$ cat src/rtl/mem_access_ctrl.sv
// Load/store unit front end: accepts one memory-stage operation at a time, checks legality and
// alignment, drives a doubleword-wide request until acknowledged or timed out, and extends load data.
module mem_access_ctrl #(
    parameter int unsigned TIMEOUT_CYCLES = 255
) (
    input  logic        clk,
    input  logic        reset,
    input  logic        op_valid,
    input  logic        MemRead,
    input  logic        MemWrite,
    input  logic [2:0]  funct3,
    input  logic [63:0] addr,
    input  logic [63:0] wdata,
    input  logic        flush,
    output logic        mem_req,
    output logic        mem_we,
    output logic [63:0] mem_addr,
    output logic [7:0]  mem_be,
    output logic [63:0] mem_wdata,
    input  logic        mem_ack,
    input  logic [63:0] mem_rdata,
    output logic        stall,
    output logic        load_valid,
    output logic [63:0] load_data,
    output logic        align_fault,
    output logic        bus_fault,
    output logic [1:0]  fsm_state
);

    typedef enum logic [1:0] {
        S_IDLE  = 2'd0,
        S_REQ   = 2'd1,
        S_DONE  = 2'd2,
        S_FAULT = 2'd3
    } state_t;

    state_t      state, state_next;
    logic [15:0] wait_cnt;
    logic [63:0] addr_q, wdata_q, load_q;
    logic [2:0]  funct3_q;
    logic [7:0]  be_q;
    logic        we_q, flush_seen, bus_flag, align_flag;

    logic        accept, illegal, misaligned, timeout_hit;
    logic [7:0]  be_size;
    logic [63:0] rdata_shift, load_ext;

    always_comb begin
        accept      = op_valid & (MemRead | MemWrite) & ~flush;
        illegal     = (MemRead & MemWrite) | (MemWrite & funct3[2]) | (funct3 == 3'b111);
        misaligned  = 1'b0;
        be_size     = 8'h01;
        unique case (funct3[1:0])
            2'b00:   begin misaligned = 1'b0;              be_size = 8'h01; end
            2'b01:   begin misaligned = addr[0];           be_size = 8'h03; end
            2'b10:   begin misaligned = |addr[1:0];        be_size = 8'h0F; end
            default: begin misaligned = |addr[2:0];        be_size = 8'hFF; end
        endcase
        timeout_hit = (wait_cnt == 16'(TIMEOUT_CYCLES - 1));
    end

    // Load result: bring the addressed lane down to bit 0, then extend by access type.
    always_comb begin
        rdata_shift = mem_rdata >> {addr_q[2:0], 3'b000};
        load_ext    = rdata_shift;
        unique case (funct3_q)
            3'b000:  load_ext = {{56{rdata_shift[7]}},  rdata_shift[7:0]};
            3'b001:  load_ext = {{48{rdata_shift[15]}}, rdata_shift[15:0]};
            3'b010:  load_ext = {{32{rdata_shift[31]}}, rdata_shift[31:0]};
            3'b100:  load_ext = {56'd0, rdata_shift[7:0]};
            3'b101:  load_ext = {48'd0, rdata_shift[15:0]};
            3'b110:  load_ext = {32'd0, rdata_shift[31:0]};
            default: load_ext = rdata_shift;
        endcase
    end

    always_comb begin
        state_next = state;
        stall      = 1'b0;
        unique case (state)
            S_IDLE: begin
                if (accept) begin
                    stall      = 1'b1;
                    state_next = (illegal || misaligned) ? S_FAULT : S_REQ;
                end
            end
            S_REQ: begin
                stall = 1'b1;
                if (mem_ack)          state_next = S_DONE;
                else if (timeout_hit) state_next = S_FAULT;
            end
            default: state_next = S_IDLE;
        endcase
    end

    always_ff @(posedge clk or negedge reset) begin
        if (!reset) begin
            state      <= S_IDLE;
            wait_cnt   <= '0;
            addr_q     <= '0;
            wdata_q    <= '0;
            load_q     <= '0;
            funct3_q   <= '0;
            be_q       <= '0;
            we_q       <= 1'b0;
            flush_seen <= 1'b0;
            bus_flag   <= 1'b0;
            align_flag <= 1'b0;
        end else begin
            state <= state_next;
            if (state == S_IDLE && accept) begin
                bus_flag   <= illegal;
                align_flag <= ~illegal & misaligned;
                flush_seen <= 1'b0;
                wait_cnt   <= '0;
                // Only legal accesses overwrite the bus-facing registers.
                if (!illegal && !misaligned) begin
                    addr_q   <= addr;
                    funct3_q <= funct3;
                    we_q     <= MemWrite;
                    be_q     <= be_size << addr[2:0];
                    wdata_q  <= wdata << {addr[2:0], 3'b000};
                end
            end
            if (state == S_REQ) begin
                if (flush) flush_seen <= 1'b1;
                if (mem_ack) begin
                    if (!we_q) load_q <= load_ext;
                end else if (timeout_hit) begin
                    bus_flag   <= 1'b1;
                    align_flag <= 1'b0;
                end else begin
                    wait_cnt <= wait_cnt + 16'd1;
                end
            end
        end
    end

    assign mem_req     = (state == S_REQ);
    assign mem_we      = mem_req & we_q;
    assign mem_be      = mem_req ? be_q : 8'h00;
    assign mem_addr    = {addr_q[63:3], 3'b000};
    assign mem_wdata   = wdata_q;
    assign load_data   = load_q;
    assign load_valid  = (state == S_DONE) & ~we_q & ~flush_seen & ~flush;
    assign align_fault = (state == S_FAULT) & align_flag;
    assign bus_fault   = (state == S_FAULT) & bus_flag;
    assign fsm_state   = state;

endmodule
$ cat config.mk
export PLATFORM = sky130hd
export DESIGN_NAME = mem_access_ctrl
export DESIGN_NICKNAME = d
export VERILOG_FILES = /design/src/rtl/mem_access_ctrl.sv
export SDC_FILE = /design/constraint.sdc
export NUM_CORES = 1
export LEC_CHECK = 0
export ABC_AREA = 1
export CAP_MARGIN = 20
export CELL_PAD_IN_SITES_DETAIL_PLACEMENT = 1
export CELL_PAD_IN_SITES_GLOBAL_PLACEMENT = 1
export CORE_MARGIN = 3
export CORE_UTILIZATION = 25
export DETAILED_ROUTE_END_ITERATION = 10
export PLACE_DENSITY_LB_ADDON = 0.1
export SYNTH_ARGS = -nofsm -noshare
export SYNTH_HDL_FRONTEND = slang
export SYNTH_SLANG_ARGS = --single-unit
export TNS_END_PERCENT = 1
$ cat constraint.sdc
create_clock -name clk -period 3.3 [get_ports clk]
set_input_delay 0.66 -clock clk [delete_from_list [all_inputs] [get_ports clk]]
set_output_delay 0.66 -clock clk [all_outputs]
set_load 0.05 [all_outputs]
==> results of run 1 <==
through the flow:
step | hold slack, ns | total power, µW
2_1_floorplan | 0.364 | 10900
6_report | 0.0644 | 17600
3_5_place_dp | 0.464 | 14200
5_1_grt | 0.0920 | 18600
3_3_place_gp | 0.461 | 14100
4_1_cts | 0.0678 | 17800
cell usage after synthesis (all sizes together), types with 5 or more instances:
master  count
a22oi       5
o211ai     27
nand2     739
nand3     138
o31ai      24
nor2      200
a31oi      14
buf       146
a21oi      38
nand4       8
dfrtp     225
nor3        8
inv        73
o21ai     166
or2         8
clkbuf     39
repair_timing:
| action | in CTS | in global routing |
|---|---|---|
| hold buffers | 0 | 0 |
| gates resized for setup | 1 | 2 |
| setup endpoints to repair | 1 | 2 |
| setup buffers | 0 | 0 |
worst max-delay path, stage by stage, from the launching register on:
cell             delay, ns
dfrtp_1               0.46
nor2_2                0.25
inv_2                 0.17
nor2_1                0.19
clkdlybuf4s50_1       0.83
sequential cells by signal, indices dropped and copies added, names as in the netlist:
name	count
addr_q	64
align_flag	1
be_q	8
bus_flag	1
flush_seen	1
fsm_state	2
funct3_q	3
load_data	64
mem_wdata	64
wait_cnt	16
we_q	1
how the worst max path moves through the flow:
stage                     slack, ns         start            end  depth (start not counted)
after global routing           0.01  fsm_state[1]      mem_be[6]                          4
after floorplan                0.40  fsm_state[0]      mem_be[0]                          5
final                          0.16  fsm_state[1]      mem_be[6]                          4
after detailed placement       0.35       addr[1]     addr_q[32]                         11
after CTS                     0.005  fsm_state[1]      mem_be[4]                          4
after global placement         0.40       addr[1]  mem_wdata[54]                          7
layer usage:
| metal | part of all wire, % | vias up |
|---|---|---|
| met5 | 0.068 | - |
| met4 | 2.8 | 6 |
| met3 | 4.7 | 86 |
| met2 | 47 | 291 |
| met1 | 45 | 6550 |
| li1 | - | 6536 |
cell type report:
type	instances	area (µm²)
Sequential cell	225	5630
Tap cell	680	851
Antenna cell	3	7.51
Fill cell	6311	33100
Clock inverter	15	229
Multi-Input combinational cell	1388	6050
Inverter	74	279
Clock buffer	38	800
Timing Repair Buffer	452	4570
power breakdown:
group	internal [µW]	switching (µW)
Sequential	3810	789
Combinational	2940	6540
Clock	2160	1330
Total	8910	8660
logic make-up (layout without fill, tap and decap cells):
| logic type | Yosys count | after routing | share of synthesized area, % |
|---|---|---|---|
| adders and majority gates | 2 | 2 | 0.191 |
| DFF | 225 | 225 | 43.0 |
| other | 1 | 6 | 0.0287 |
| buffers and inverters | 259 | 579 | 10.9 |
| AOI/OAI and AO/OA | 279 | 279 | 12.0 |
| and+or+nand+nor | 1104 | 1104 | 33.9 |
==> flow_metrics.tcl, run 1 <==
set metrics [dict create \
    status "finished clean" \
    synthTopCellsByArea "dfrtp_1 43%, nand2_1 21%, o21ai_0 5.7%" \
    ys_ff_latch 225 \
    overflow 0 \
    io_pins 410 \
    yosys_warnings 0 \
    ant_nets 0 \
    path_max_fanout 12 \
    crit_required_ns 2.64 \
    synth_top_area_share_pct 43.0 \
    layoutNonFillerInstCount 2875 \
    yosysSeqAreaShare_pct 43.0 \
    timing.final.ws_setup_ns 0.159 \
    synthToLayoutAreaGrowth_pct 40.7 \
    vias 13500 \
    place_ws_ns 0.351 \
    relSlewSlack_pct 37.7 \
    grt_pass1_wl_um 88100 \
    r2r-end "load_data[24]" \
    die-area_um2 55100 \
    stdcell_area_um2 18400 \
    worstHoldPathType "in2async" \
    portBuffers 406 \
    synth_top_area_cell "dfrtp_1" \
    placed_area_um2 17400 \
    synthCells 1870 \
    fmax_mhz 318 \
    setup_violations 0 \
    cp.arrival_ns 2.48 \
    drt-initial-drc-count 720 \
    clock_sinks 225 \
    syn-cell-area_um2 13100 \
    slew_viol_final 0 \
    ir_drop_v 0.000467 \
    cts_inserted_buffers 29 \
    drv_cap 0 \
    layout_common_cells "735 x nand2_1, 399 x clkdlybuf4s50_1, 224 x dfrtp_1, 193 x nor2_1, 148 x o21ai_0" \
    path_class "reg2out" \
    finalNetCount 2374 \
    cts_tree "done" \
    drc_errors 0 \
    ys.flop_type "dfrtp_1" \
    cts.reportedPaths.clkPinSlew_ns 0.06 \
    dr.pass1.iters 4 \
    gp_congestion 0.827 \
    met1_usage_pct 27.0 \
    finalWirelength_um 57200 \
    clock_latency_ns 0.57 \
    top_usage_layer "met2" \
    final_util_pct 35.7 \
    final_common_cell "nand2_1" \
    cts-htree-levels 1 \
    antenna_found_initial 6 \
    met3_usage_pct 3.94 \
    tns_ns 0 \
    p_leak_uw 0.00843 \
    core_um2 51500 \
    synthDistinctLibCells 38 \
    viasPerCell 4.68 \
    post-route-period-util_pct 95.2 \
    rows 83 \
    dp_hpwl_um 43100 \
    grt_max_degree 81 \
    worst_r2r_path_depth 9 \
    use_met2_pct 33.4 \
    power_density_nw_per_um2 954 \
    die_h_um 235 \
    synthArstFlopShare_pct 100 \
    grtUsageTotal_pct 20.2 \
    drive_gt1_share_pct 5.84 \
    syn_avg_cell_area_um2 7.00 \
    start_util_pct 25.4 \
    worstMarginPinSlew_ns 0.933 \
    hold_viol_final 0 \
    grt_pass1_vias 14200 \
    cts_max_path_buffers 3 \
    synth_edf_count 0 \
    worst_setup_path_end_kind "output pin" \
    dieWidth_um 235 \
    startpoint_type "flop" \
    rsz0062_at_grt "false" \
    period_needed_ns 3.14 \
    finClkSkew_ns 0.0102 \
    dp_cells 2819 \
    r2r_start "addr_q[0]" \
    reg2reg_setup_slack_ns 0.82 \
    clock-root-buffer "clkbuf_16" \
    post_drt_wl_per_cell_um 19.9 \
]
Note: power is estimated with default switching activity, not from simulation.
==> run 2: changes to the inputs <==
Clock period 3.3 ns to 3.1 ns, I/O delays scaled along.
==> flow_metrics.tcl, run 2 (same netlist as run 1, synthesis figures left out) <==
set metrics [dict create \
    status "finished clean" \
    p_int_uw 9410 \
    io_pins 410 \
    power.share.combinational_pct 54.2 \
    swShare_pct 49.4 \
    worstHoldPathType "reg2reg" \
    portBuffers 406 \
    hold_viol_final 0 \
    period_needed_ns 2.88 \
    worst_setup_path_end_kind "output pin" \
    post_drt_wl_per_cell_um 19.8 \
    placed_area_um2 17300 \
    layout_common_cells "735 x nand2_1, 392 x clkdlybuf4s50_1, 224 x dfrtp_1, 193 x nor2_1, 148 x o21ai_0" \
    met1Wirelength_um 26100 \
    dp_hpwl_um 42500 \
    fmax_mhz 348 \
    p_leak_uw 0.00841 \
    finalWirelength_um 57100 \
    cts_tree "done" \
    ir_drop_v 0.000443 \
    finClkSkew_ns 0.0102 \
    dr.pass1.iters 5 \
    final_common_cell "nand2_1" \
    clock_sinks 225 \
    ant_nets 0 \
    p_sw_uw 9180 \
    post_cts_buffers 0 \
    drt-initial-drc-count 661 \
    gp_congestion 0.805 \
    path_max_fanout 12 \
    worstMarginPinSlew_ns 0.687 \
    power_density_nw_per_um2 1010 \
    viasPerCell 4.70 \
    cp.arrival_ns 2.26 \
    overflow 0 \
    slew_viol_final 0 \
    die_h_um 235 \
    grt_max_degree 137 \
    power_frac_seq_pct 26.3 \
    startpoint_type "flop" \
    clock_latency_ns 0.56 \
    synthToLayoutAreaGrowth_pct 40.2 \
    drive_gt1_share_pct 5.74 \
    cts_inserted_buffers 31 \
    fillCellCount 6395 \
    wl_met2_um 27100 \
    dieWidth_um 235 \
    crit_required_ns 2.48 \
    grtUsageTotal_pct 20.2 \
    antenna_found_initial 3 \
    top_layer_used "met5" \
    grt_pass1_vias 14100 \
    stdcell_area_um2 18400 \
    path_class "reg2out" \
    drc_errors 0 \
    cts.reportedPaths.clkPinSlew_ns 0.06 \
    cts-htree-levels 1 \
    cts_max_path_buffers 3 \
    vias 13500 \
    drv_cap 0 \
    wl_met3_um 2360 \
    power.share.clock_pct 19.5 \
    die-area_um2 55100 \
    relSlewSlack_pct 54.0 \
    finalNetCount 2376 \
    grt_pass1_wl_um 88200 \
    tns_ns 0 \
    holdWs_ns 0.478 \
    post-route-period-util_pct 92.8 \
    rows 83 \
    core_um2 51500 \
    clock-root-buffer "clkbuf_16" \
    setup_violations 0 \
    rsz0062_at_grt "false" \
    start_util_pct 25.4 \
]
run 2: cell count changes in the layout (fill, tap and decap cells not counted), moves of 2 or more:
cell             change
bufinv_16            -2
clkbuf_1             +5
buf_4                +3
dlymetal6s2s_1       -2
clkinv_2             -2
diode_2              -2
clkbuf_16            +2
dlygate4sd2_1        +7
buf_12               -2
clkdlybuf4s50_1      -7
run 2: area by class of cell:
type | count | area, µm² | area share, %
flip-flops and latches | 225 | 5630 | 30.7
clock inverters | 11 | 158 | 0.859
repair buffers | 452 | 4530 | 24.7
diodes | 1 | 2.50 | 0.0136
clock buffers | 44 | 855 | 4.66
inverters | 74 | 279 | 1.52
well taps | 680 | 851 | 4.64
multi-input cells | 1388 | 6050 | 33.0
run 2: power groups by stage:
| stage | registers (µW) | logic (µW) | clock network, µW |
|---|---|---|---|
| 4_1_cts | 4910 | 10200 | 3760 |
| 5_1_grt | 5040 | 10800 | 3890 |
| 3_5_place_dp | 4940 | 10200 | 0 |
| 3_3_place_gp | 4910 | 10100 | 0 |
| 6_report | 4890 | 10100 | 3630 |
| 2_1_floorplan | 7020 | 4630 | 0 |
run 2: layer usage:
| metal | up-vias | GRT usage (%) |
|---|---|---|
| met5 | - | 0 |
| met4 | 2 | 5.19 |
| met3 | 70 | 3.20 |
| met2 | 315 | 33.8 |
| met1 | 6583 | 27.3 |
| li1 | 6542 | - |
run 2: worst max-delay path, stage by stage, from the launching register on:
cell and delay (ns):
dfrtp_1 0.47, nor2_2 0.24, inv_2 0.17, nor2_1 0.24, dlygate4sd2_1 0.58
run 2: metrics by stage:
step,setup slack [ns],total power [µW],std cells,util (%)
2_1_floorplan,0.244,11600,1872,-
3_5_place_dp,0.312,15100,2818,33.7
5_1_grt,0.0635,19700,2875,35.6
6_report,0.224,18600,2875,35.6
4_1_cts,0.121,18900,2874,35.6
3_3_place_gp,0.302,15000,2818,33.7
run 2: timing repair:
action	CTS	global route
hold buffers	1	0
endpoints found under the setup margin	8	0
endpoints found under the hold margin	39	0
resized for setup	8	0
run 2: worst paths after layout:
check / endpoint / startpoint / cells after the start / slack, ns
setup / recovery: mem_be[2] / fsm_state[1] / 4 / 0.22
hold / removal: addr_q[29] / addr_q[29] / 2 / 0.48
setup reg to reg: load_data[30] / addr_q[0] / 9 / 0.66
hold reg to reg: addr_q[29] / addr_q[29] / 2 / 0.48
max in group asynchronous: addr_q[45] / reset / 3 / 1.69
min in group asynchronous: load_data[2] / reset / 2 / 0.55
==> run 3: changes to the inputs <==
Settings changed: HOLD_SLACK_MARGIN set to 0.15.
==> results of run 3 <==
Final layout, timing and power as in run 2 (identical DEF).
